<file path="config.mk">
export PLATFORM = sky130hd
export DESIGN_NAME = sig_dumper
export DESIGN_NICKNAME = d
export VERILOG_FILES = /design/src/rtl/sig_dump_pkg.sv /design/src/rtl/sig_dumper.sv
export SDC_FILE = /design/constraint.sdc
export NUM_CORES = 1
export LEC_CHECK = 0
export ABC_AREA = 1
export BUFFER_PORTS_ARGS = -buffer_cell sky130_fd_sc_hd__buf_2
export CELL_PAD_IN_SITES_DETAIL_PLACEMENT = 0
export CELL_PAD_IN_SITES_GLOBAL_PLACEMENT = 2
export CORE_MARGIN = 2
export CORE_UTILIZATION = 32
export DETAILED_ROUTE_END_ITERATION = 8
export GPL_ROUTABILITY_DRIVEN = 0
export PLACE_DENSITY_LB_ADDON = 0.1
export SETUP_SLACK_MARGIN = 0.5
export SYNTH_ARGS = -nofsm -noshare
export SYNTH_HDL_FRONTEND = slang
export SYNTH_SLANG_ARGS = --single-unit
export TNS_END_PERCENT = 20
</file>
<file path="constraint.sdc">
create_clock -name clock -period 8.9 [get_ports clock]
set_input_delay 1.78 -clock clock [delete_from_list [all_inputs] [get_ports clock]]
set_output_delay 1.78 -clock clock [all_outputs]
set_load 0.1 [all_outputs]
</file>
<file path="src/rtl/sig_dump_pkg.sv">
// Shared definitions for the signature dumper.
// Holds the default MMIO base of the halt register, the register slot
// numbers (each register occupies one XLEN/8-byte slot above the base)
// and the dump state enumeration.
package sig_dump_pkg;

  localparam logic [31:0] ADDR_HALT_DEFAULT = 32'h2000_0000;

  // Register slots relative to ADDR_HALT, in units of XLEN/8 bytes.
  localparam int unsigned HALT_SLOT      = 0;
  localparam int unsigned SIG_BEGIN_SLOT = 1;
  localparam int unsigned SIG_END_SLOT   = 2;

  typedef enum logic [2:0] {
    IDLE,
    READ,
    WAIT,
    SEND,
    DONE
  } dump_state_e;

endpackage

</file>
<file path="src/rtl/sig_dumper.sv">
// Signature dumper: watches CPU stores for three MMIO registers
// (halt, sig_begin, sig_end). On a halt command it stalls the CPU and
// streams the 32-bit words in [sig_begin, sig_end) out of memory over a
// valid/ready port, then reports done until reset.
//
// Ports:
//   clock, reset        single clock, synchronous active-high reset
//   store, address,     CPU data store strobe, byte address and data
//   store_data
//   mem_rd_en,          memory read request / aligned byte address;
//   mem_rd_addr,        mem_rd_data is valid one cycle after mem_rd_en
//   mem_rd_data
//   sig_valid,          signature word stream; sig_last flags the
//   sig_ready,          final word
//   sig_data, sig_last
//   cpu_halt            CPU stall request, high in every non-IDLE state
//   done                dump finished, sticky until reset
module sig_dumper
  import sig_dump_pkg::*;
#(
  parameter int unsigned      XLEN      = 32,
  parameter logic [XLEN-1:0]  ADDR_HALT = XLEN'(ADDR_HALT_DEFAULT)
) (
  input  logic            clock,
  input  logic            reset,
  input  logic            store,
  input  logic [XLEN-1:0] address,
  input  logic [XLEN-1:0] store_data,
  output logic            mem_rd_en,
  output logic [XLEN-1:0] mem_rd_addr,
  input  logic [XLEN-1:0] mem_rd_data,
  output logic            sig_valid,
  input  logic            sig_ready,
  output logic [31:0]     sig_data,
  output logic            sig_last,
  output logic            cpu_halt,
  output logic            done
);

  localparam logic [XLEN-1:0] HALT_ADDR  = ADDR_HALT + XLEN'(HALT_SLOT * (XLEN / 8));
  localparam logic [XLEN-1:0] BEGIN_ADDR = ADDR_HALT + XLEN'(SIG_BEGIN_SLOT * (XLEN / 8));
  localparam logic [XLEN-1:0] END_ADDR   = ADDR_HALT + XLEN'(SIG_END_SLOT * (XLEN / 8));

  // Mask that clears the byte-within-bus-word bits of a dump address.
  localparam logic [31:0] ALIGN_MASK = ~32'(XLEN / 8 - 1);
  // Mask that selects which 32-bit lane of the bus word holds cur_addr.
  localparam logic [31:0] LANE_MASK  = 32'(XLEN / 32 - 1);

  dump_state_e state, state_next;

  logic [31:0] sig_begin;
  logic [31:0] sig_end;
  logic [31:0] cur_addr;
  logic        halt_hit;
  logic        last_beat;
  logic [31:0] rd_lane;

  // The register file is only writable while IDLE, so everything below
  // is frozen from the halt onward.
  assign halt_hit = (state == IDLE) && store && (address == HALT_ADDR)
                    && (store_data[31:0] == 32'd1);

  // Widened to 33 bits so that the step past 32'hFFFF_FFFC carries out
  // and still compares as the final beat instead of wrapping to zero.
  assign last_beat = ({1'b0, cur_addr} + 33'd4) >= {1'b0, sig_end};

  // Pick the 32-bit lane of the returned bus word that cur_addr points
  // at; for a 32-bit bus the lane index is always zero.
  assign rd_lane = 32'(mem_rd_data >> (32 * ((cur_addr >> 2) & LANE_MASK)));

  assign cpu_halt = (state != IDLE);
  assign done     = (state == DONE);

  // State, register file, dump pointer and output word register.
  always_ff @(posedge clock) begin
    if (reset) begin
      state     <= IDLE;
      sig_begin <= '0;
      sig_end   <= '0;
      cur_addr  <= '0;
      sig_data  <= '0;
    end else begin
      state <= state_next;
      if (state == IDLE && store) begin
        if (address == BEGIN_ADDR) sig_begin <= {store_data[31:2], 2'b00};
        if (address == END_ADDR)   sig_end   <= {store_data[31:2], 2'b00};
      end
      if (halt_hit) cur_addr <= sig_begin;
      if (state == WAIT) sig_data <= rd_lane;
      if (state == SEND && sig_ready) cur_addr <= cur_addr + 32'd4;
    end
  end

  // Next-state and per-state outputs. An empty or inverted range goes
  // straight to DONE so no beat is ever produced for it.
  always_comb begin
    state_next  = state;
    mem_rd_en   = 1'b0;
    mem_rd_addr = '0;
    sig_valid   = 1'b0;
    sig_last    = 1'b0;
    case (state)
      IDLE: begin
        if (halt_hit) state_next = (sig_end > sig_begin) ? READ : DONE;
      end
      READ: begin
        mem_rd_en   = 1'b1;
        mem_rd_addr = XLEN'(cur_addr & ALIGN_MASK);
        state_next  = WAIT;
      end
      WAIT: begin
        state_next = SEND;
      end
      SEND: begin
        sig_valid = 1'b1;
        sig_last  = last_beat;
        if (sig_ready) state_next = last_beat ? DONE : READ;
      end
      DONE: begin
        state_next = DONE;
      end
      default: begin
        state_next = IDLE;
      end
    endcase
  end

endmodule
</file>
After elaboration in Yosys (flattened, before gate mapping)
Index checks and enable logic that the tools add are counted.
Word-level totals
  register bits after elaboration: 127
  bits of input ports: 100
  output and inout bits: 69
  logic and storage cells: 40
Cells by class
  add/sub/neg operators: 2
  $lt $le $gt $ge: 2
  equal/unequal tests: 10
  multiplexer cells: 11
  reduce and logical (&&, ||, !) cells: 10
Operators with widths (number)
  32-bit by 30-bit == test with 1-bit output, second input constant: 3
  32-bit 2-to-1 mux: 3
  32-bit by 3-bit adder with 33-bit output, second input constant: 1
  33-bit by 32-bit >= comparator with 1-bit output: 1
  32-bit by 3-bit adder with 32-bit output, second input constant: 1
  32-bit by 1-bit == test with 1-bit output, second input constant: 1
  32-bit > comparator: 1
  3-bit case mux with 5 select lines: 1
  3-bit 2-to-1 mux: 4
  3-bit by 2-bit == test with 1-bit output, second input constant: 2
  2-bit AND reduction: 3
  1-bit logical AND: 4
  2-bit != test, second input constant: 2
  3-bit by 1-bit == test with 1-bit output, second input constant: 1
  3-bit == test, second input constant: 1
  3-bit zero test: 1
  1-bit 2-to-1 mux: 3
  3-bit nonzero test: 1
  2-bit nonzero test: 1

Longest topological paths before layout
  word-level depth: 6
  mapped depth: 21
  depth with buffers taken out: 21

Worst setup path before layout
OpenSTA, ideal clock, no wires.
  path kind: flip-flop to output port
  from: reg state[2]
  to: out mem_rd_addr[10]
  arrival: 4430 ps
  data required time: 7120 ps
  path slack: 2690 ps
  stages on the path, launching flop included: 6
  path buffers: 2
  cell sequence: dfxtp_1 -> buf_2 -> nor3_1 -> inv_1 -> clkbuf_1 -> nor2_1
Between the ends
  cells in the longest elaborated chain, start to end: 2
RTL lines
  start, declared: line sig_dumper.sv:49  | dump_state_e state, state_next;
  start signal, assigned: line sig_dumper.sv:83  | state <= state_next;
  3-bit by 1-bit == test with 1-bit output: line sig_dumper.sv:102  | case (state)
  32-bit 2-to-1 mux: line sig_dumper.sv:102
  end, declared: line sig_dumper.sv:30  | output logic [XLEN-1:0] mem_rd_addr,
No other way between the ends.

Worst setup path after layout
  from: reg cur_addr[2]
  to: out sig_last
Between the ends
  cells in the longest elaborated chain, start to end: 3
RTL lines
  start, declared: line sig_dumper.sv:53  | logic [31:0] cur_addr;
  start signal, assigned: line sig_dumper.sv:88  | if (halt_hit) cur_addr <= sig_begin;
  start signal, assigned: line sig_dumper.sv:90  | if (state == SEND && sig_ready) cur_addr <= cur_addr + 32'd4;
  32-bit by 3-bit adder with 33-bit output: line sig_dumper.sv:65  | assign last_beat = ({1'b0, cur_addr} + 33'd4) >= {1'b0, sig_end};
  33-bit by 32-bit >= comparator with 1-bit output: line sig_dumper.sv:65
  1-bit 2-to-1 mux: line sig_dumper.sv:102
  end, declared: line sig_dumper.sv:35  | output logic sig_last,
No other way between the ends.

==> summary.md <==
| Metric | Value |
|---|---|
| Vias in the first global route | 7563 |
| GRT Util Overall | 21.5% |
| Final hold vios | 0 |
| CTS Buffer Depth | 2 |
| Yosys warnings | 0 |
| Reg2reg start | cur_addr[2] |
| CTS buffer count | 17 |
| Top-Level Pins | 169 |
| Syn-to-layout area delta | 21.7% |
| Peak supply drop | approximately 100 µV |
| Port Buffers | around 170 |
| Register Area | around 2500 µm² |
| Crit path time final | about 5400 ps |
| Worst-path clk slew | ~60 ps |
| Hold Path Class | flip-flop to flip-flop |
| WP data arrival | about 3600 ps |
| Most frequent cells in the layout | 269 x nand2_1, 166 x buf_2, 152 x inv_1 |
| Initial core utilization | approximately a third |
| GRT overflow | 0 |
| CTS tree | done |
| Rel. slew slack | 21.4% |
| Num rows | between 50 and 60 |
| Worst hold start | sig_data[1] |
| # fillers | around 2700 |
| Outcome | complete, no violations |
| RSZ-0062 raised after global routing | false |
| Synth Flop Type | dfxtp_1 |
| Global-route wire length before repair | about 43000 µm |
| Post-CTS setup buffer count | 0 |
| Die area | around 25000 µm² |
| Critical path's slowest cell | dfxtp_1 |
| R2R Setup Slk | slightly below 6000 ps |
| Least-Margin Pin Slew | around 1200 ps |
| Net Sw Power | around 0.00034 W |
| Worst-path maximum fanout | 7 |
| Max-capacitance violation count | 0 |
| Leakage | 4.12 nW |
| Worst r2r path cells | 18 |
| Antenna Nets Post-Route | 0 |
| CP cell instances | ha_1 -> nand3_2 -> nor2_2 -> nand2_4 -> nor2_4 -> nand2_1 -> xor2_1 -> ha_1 -> nand2_1 -> inv_1 -> nand2_1 -> nand2_1 -> a21oi_1 -> nor2_1 -> nor2_1 -> nand2_1 -> nand2_1 -> inv_1 -> buf_2 |
| DRC | 0 |
| Sequential cell area fraction in the yosys report | 32.6% |
| Startpoint types | flip-flop |
| Post-Syn Area | approximately 7700 µm² |
| Seq pwr share | between 40% and 50% |
| # setup viols final | 0 |
| Pwr per Cell Area | about 140 nW/µm² |
| First DRT Iteration DRCs | 449 |
| Final Max Slew Viols | 0 |
| Hold slack | between 400 and 500 ps |
| Vias per cell | 4.78 |
| Yosys reg bits | around 130 |
| Hold Path Depth | 2 |
| Core Area | 23500 µm² |
| Yosys cell types | 37 |
| Peak Freq | around 0.19 GHz |
| CTS Root Cell | clkbuf_16 |
| Share of cells above drive strength 1 | between 10% and 20% |
| Max H-tree Level | 4 |
| Mapped Cells | around 1200 |
| Async SR Flop Fraction | 0% |
| Post-CTS Hold Buffers | 0 |
| Syn avg cell area | ~6.5 µm² |
| Die Y | about 160 µm |
| Wire per inst | around 16 µm |
| Multi-input gate area | 4370 µm² |
| Nets | roughly 1500 |
| Most used cell, CP | nand2_1 |
| Worst-skew pair later-pin latency | ~420 ps |
| Setup crit end kind | output pin |
| Vias post-DR | ~8000 |
| Reg-to-reg endpoint | state[2] |
| Worst hold endpoint | sig_data[1] |
| Critical Path RT | between 7000 and 8000 ps |
| EDFF count, synth | 0 |
| Most common cell after layout, fill and taps aside | nand2_1 |
| Period utilisation layout | approximately 60% |
| Combinational power share | under 10% |
| # clock sinks | about 130 |
| TritonRoute pass-1 iters | 5 |
| Critical path class | flip-flop to output pin |
| Total negative slack | 0 ps |
| Max stage delay on crit path | around 460 ps |
| Power share of the clock group | between 50% and 60% |
| Largest net degree at the start of global routing | 65 |
| Int Pwr | between 0.001 and 0.0015 W |
| Die width | approximately 160 µm |
| Antenna violations before repair | 2 |
| Post-DP HPWL | 20600 µm |
| Clock skew | between 9 and 10 ps |
| Switching Share | about a quarter |
| Post_cts resized | 0 |
| Worst setup path start | cur_addr[2] |
| WL final | roughly 27000 µm |
synthesized netlist by cell type (2+ instances only):
cell type | number | area [µm²]
nand2_1 | 269 | 1010
buf_4 | 5 | 37.5
nor2_1 | 139 | 522
nor3_1 | 17 | 85.1
nand2_4 | 2 | 22.5
xor2_1 | 13 | 114
nor3_4 | 2 | 32.5
nor4_1 | 3 | 18.8
buf_6 | 2 | 22.5
ha_1 | 61 | 763
nand3_2 | 3 | 30.0
nor2_4 | 3 | 33.8
o21ai_0 | 65 | 325
inv_1 | 153 | 574
buf_2 | 4 | 20.0
a21o_1 | 2 | 15.0
nand4_1 | 5 | 31.3
nor2_2 | 5 | 31.3
clkbuf_1 | 37 | 139
a21oi_1 | 138 | 691
and2_1 | 4 | 25.0
inv_2 | 3 | 11.3
a31oi_1 | 18 | 113
dfxtp_1 | 125 | 2500
nand3_1 | 84 | 420
per-stage QoR:
| step | power, W | utilization, % | area, µm² | setup WS [ps] | instances |
|---|---|---|---|---|---|
| after floorplan | 0.000595 | - | 7680 | 2690 | 1175 |
| after global routing | 0.00139 | 39.7 | 9340 | 3190 | 1649 |
| after global placement | 0.000628 | 37.1 | 8740 | 3990 | 1617 |
| final | 0.00135 | 39.7 | 9350 | 3520 | 1651 |
| after detailed placement | 0.000627 | 37.1 | 8740 | 4020 | 1617 |
| after CTS | 0.00136 | 39.7 | 9340 | 3550 | 1649 |
power groups by stage:
stage / registers (W) / logic, W / clock network (W)
floorplan: 0.000572 / 0.0000231 / 0
global placement: 0.000572 / 0.0000557 / 0
detailed placement: 0.000572 / 0.0000556 / 0
CTS: 0.000559 / 0.0000556 / 0.000745
global route: 0.000559 / 0.0000626 / 0.000767
finish: 0.000559 / 0.0000551 / 0.000733
kinds of logic (layout without fill, tap and decap cells):
family	after synthesis	after routing	synth area share, %
adders and majority gates	61	61	9.94
other	1	4	0.0489
buffers and inverters	206	361	10.6
DFF	125	125	32.6
and+or+nand+nor	541	541	30.0
AOI/OAI and AO/OA	227	227	15.3
xor gates and xnor gates	13	13	1.48
worst max-delay path by stage:
stage	to	slack, ps	cells past startpoint
finish	sig_last	3520	19
CTS	sig_last	3550	19
floorplan	mem_rd_addr[10]	2690	5
global placement	sig_last	3990	19
detailed placement	sig_last	4020	19
global route	sig_last	3190	18
layout make-up:
cell class                      instances  area share (%)
Timing Repair Buffer                  172            9.37
Antenna cell                            2          0.0536
Multi-Input combinational cell        844            46.7
Clock inverter                         15            1.91
Clock buffer                           17            4.55
Sequential cell                       125            26.8
Inverter                              157            6.33
Tap cell                              319            4.27
layer usage:
metal,track usage [%],wire length (µm),part of all wire (%)
met5,0,0,0
met4,5.17,332,1.2
met3,4.83,1620,6.0
met2,32.9,11600,43
met1,30.6,13600,50
flip-flops by register name, indices dropped and copies added (netlist names):
name / count
sig_data: 32
cur_addr: 30
sig_begin: 30
sig_end: 30
state: 3
worst max-delay path, delay by kind of cell (launching register included):
family	cells	cell delay [ps]
AOI/OAI and AO/OA	1	130
buffers and inverters	3	410
and+or+nand+nor	12	1340
DFF	1	460
xor gates and xnor gates	1	260
adders and majority gates	2	560
(Power assumes the default switching activity.)
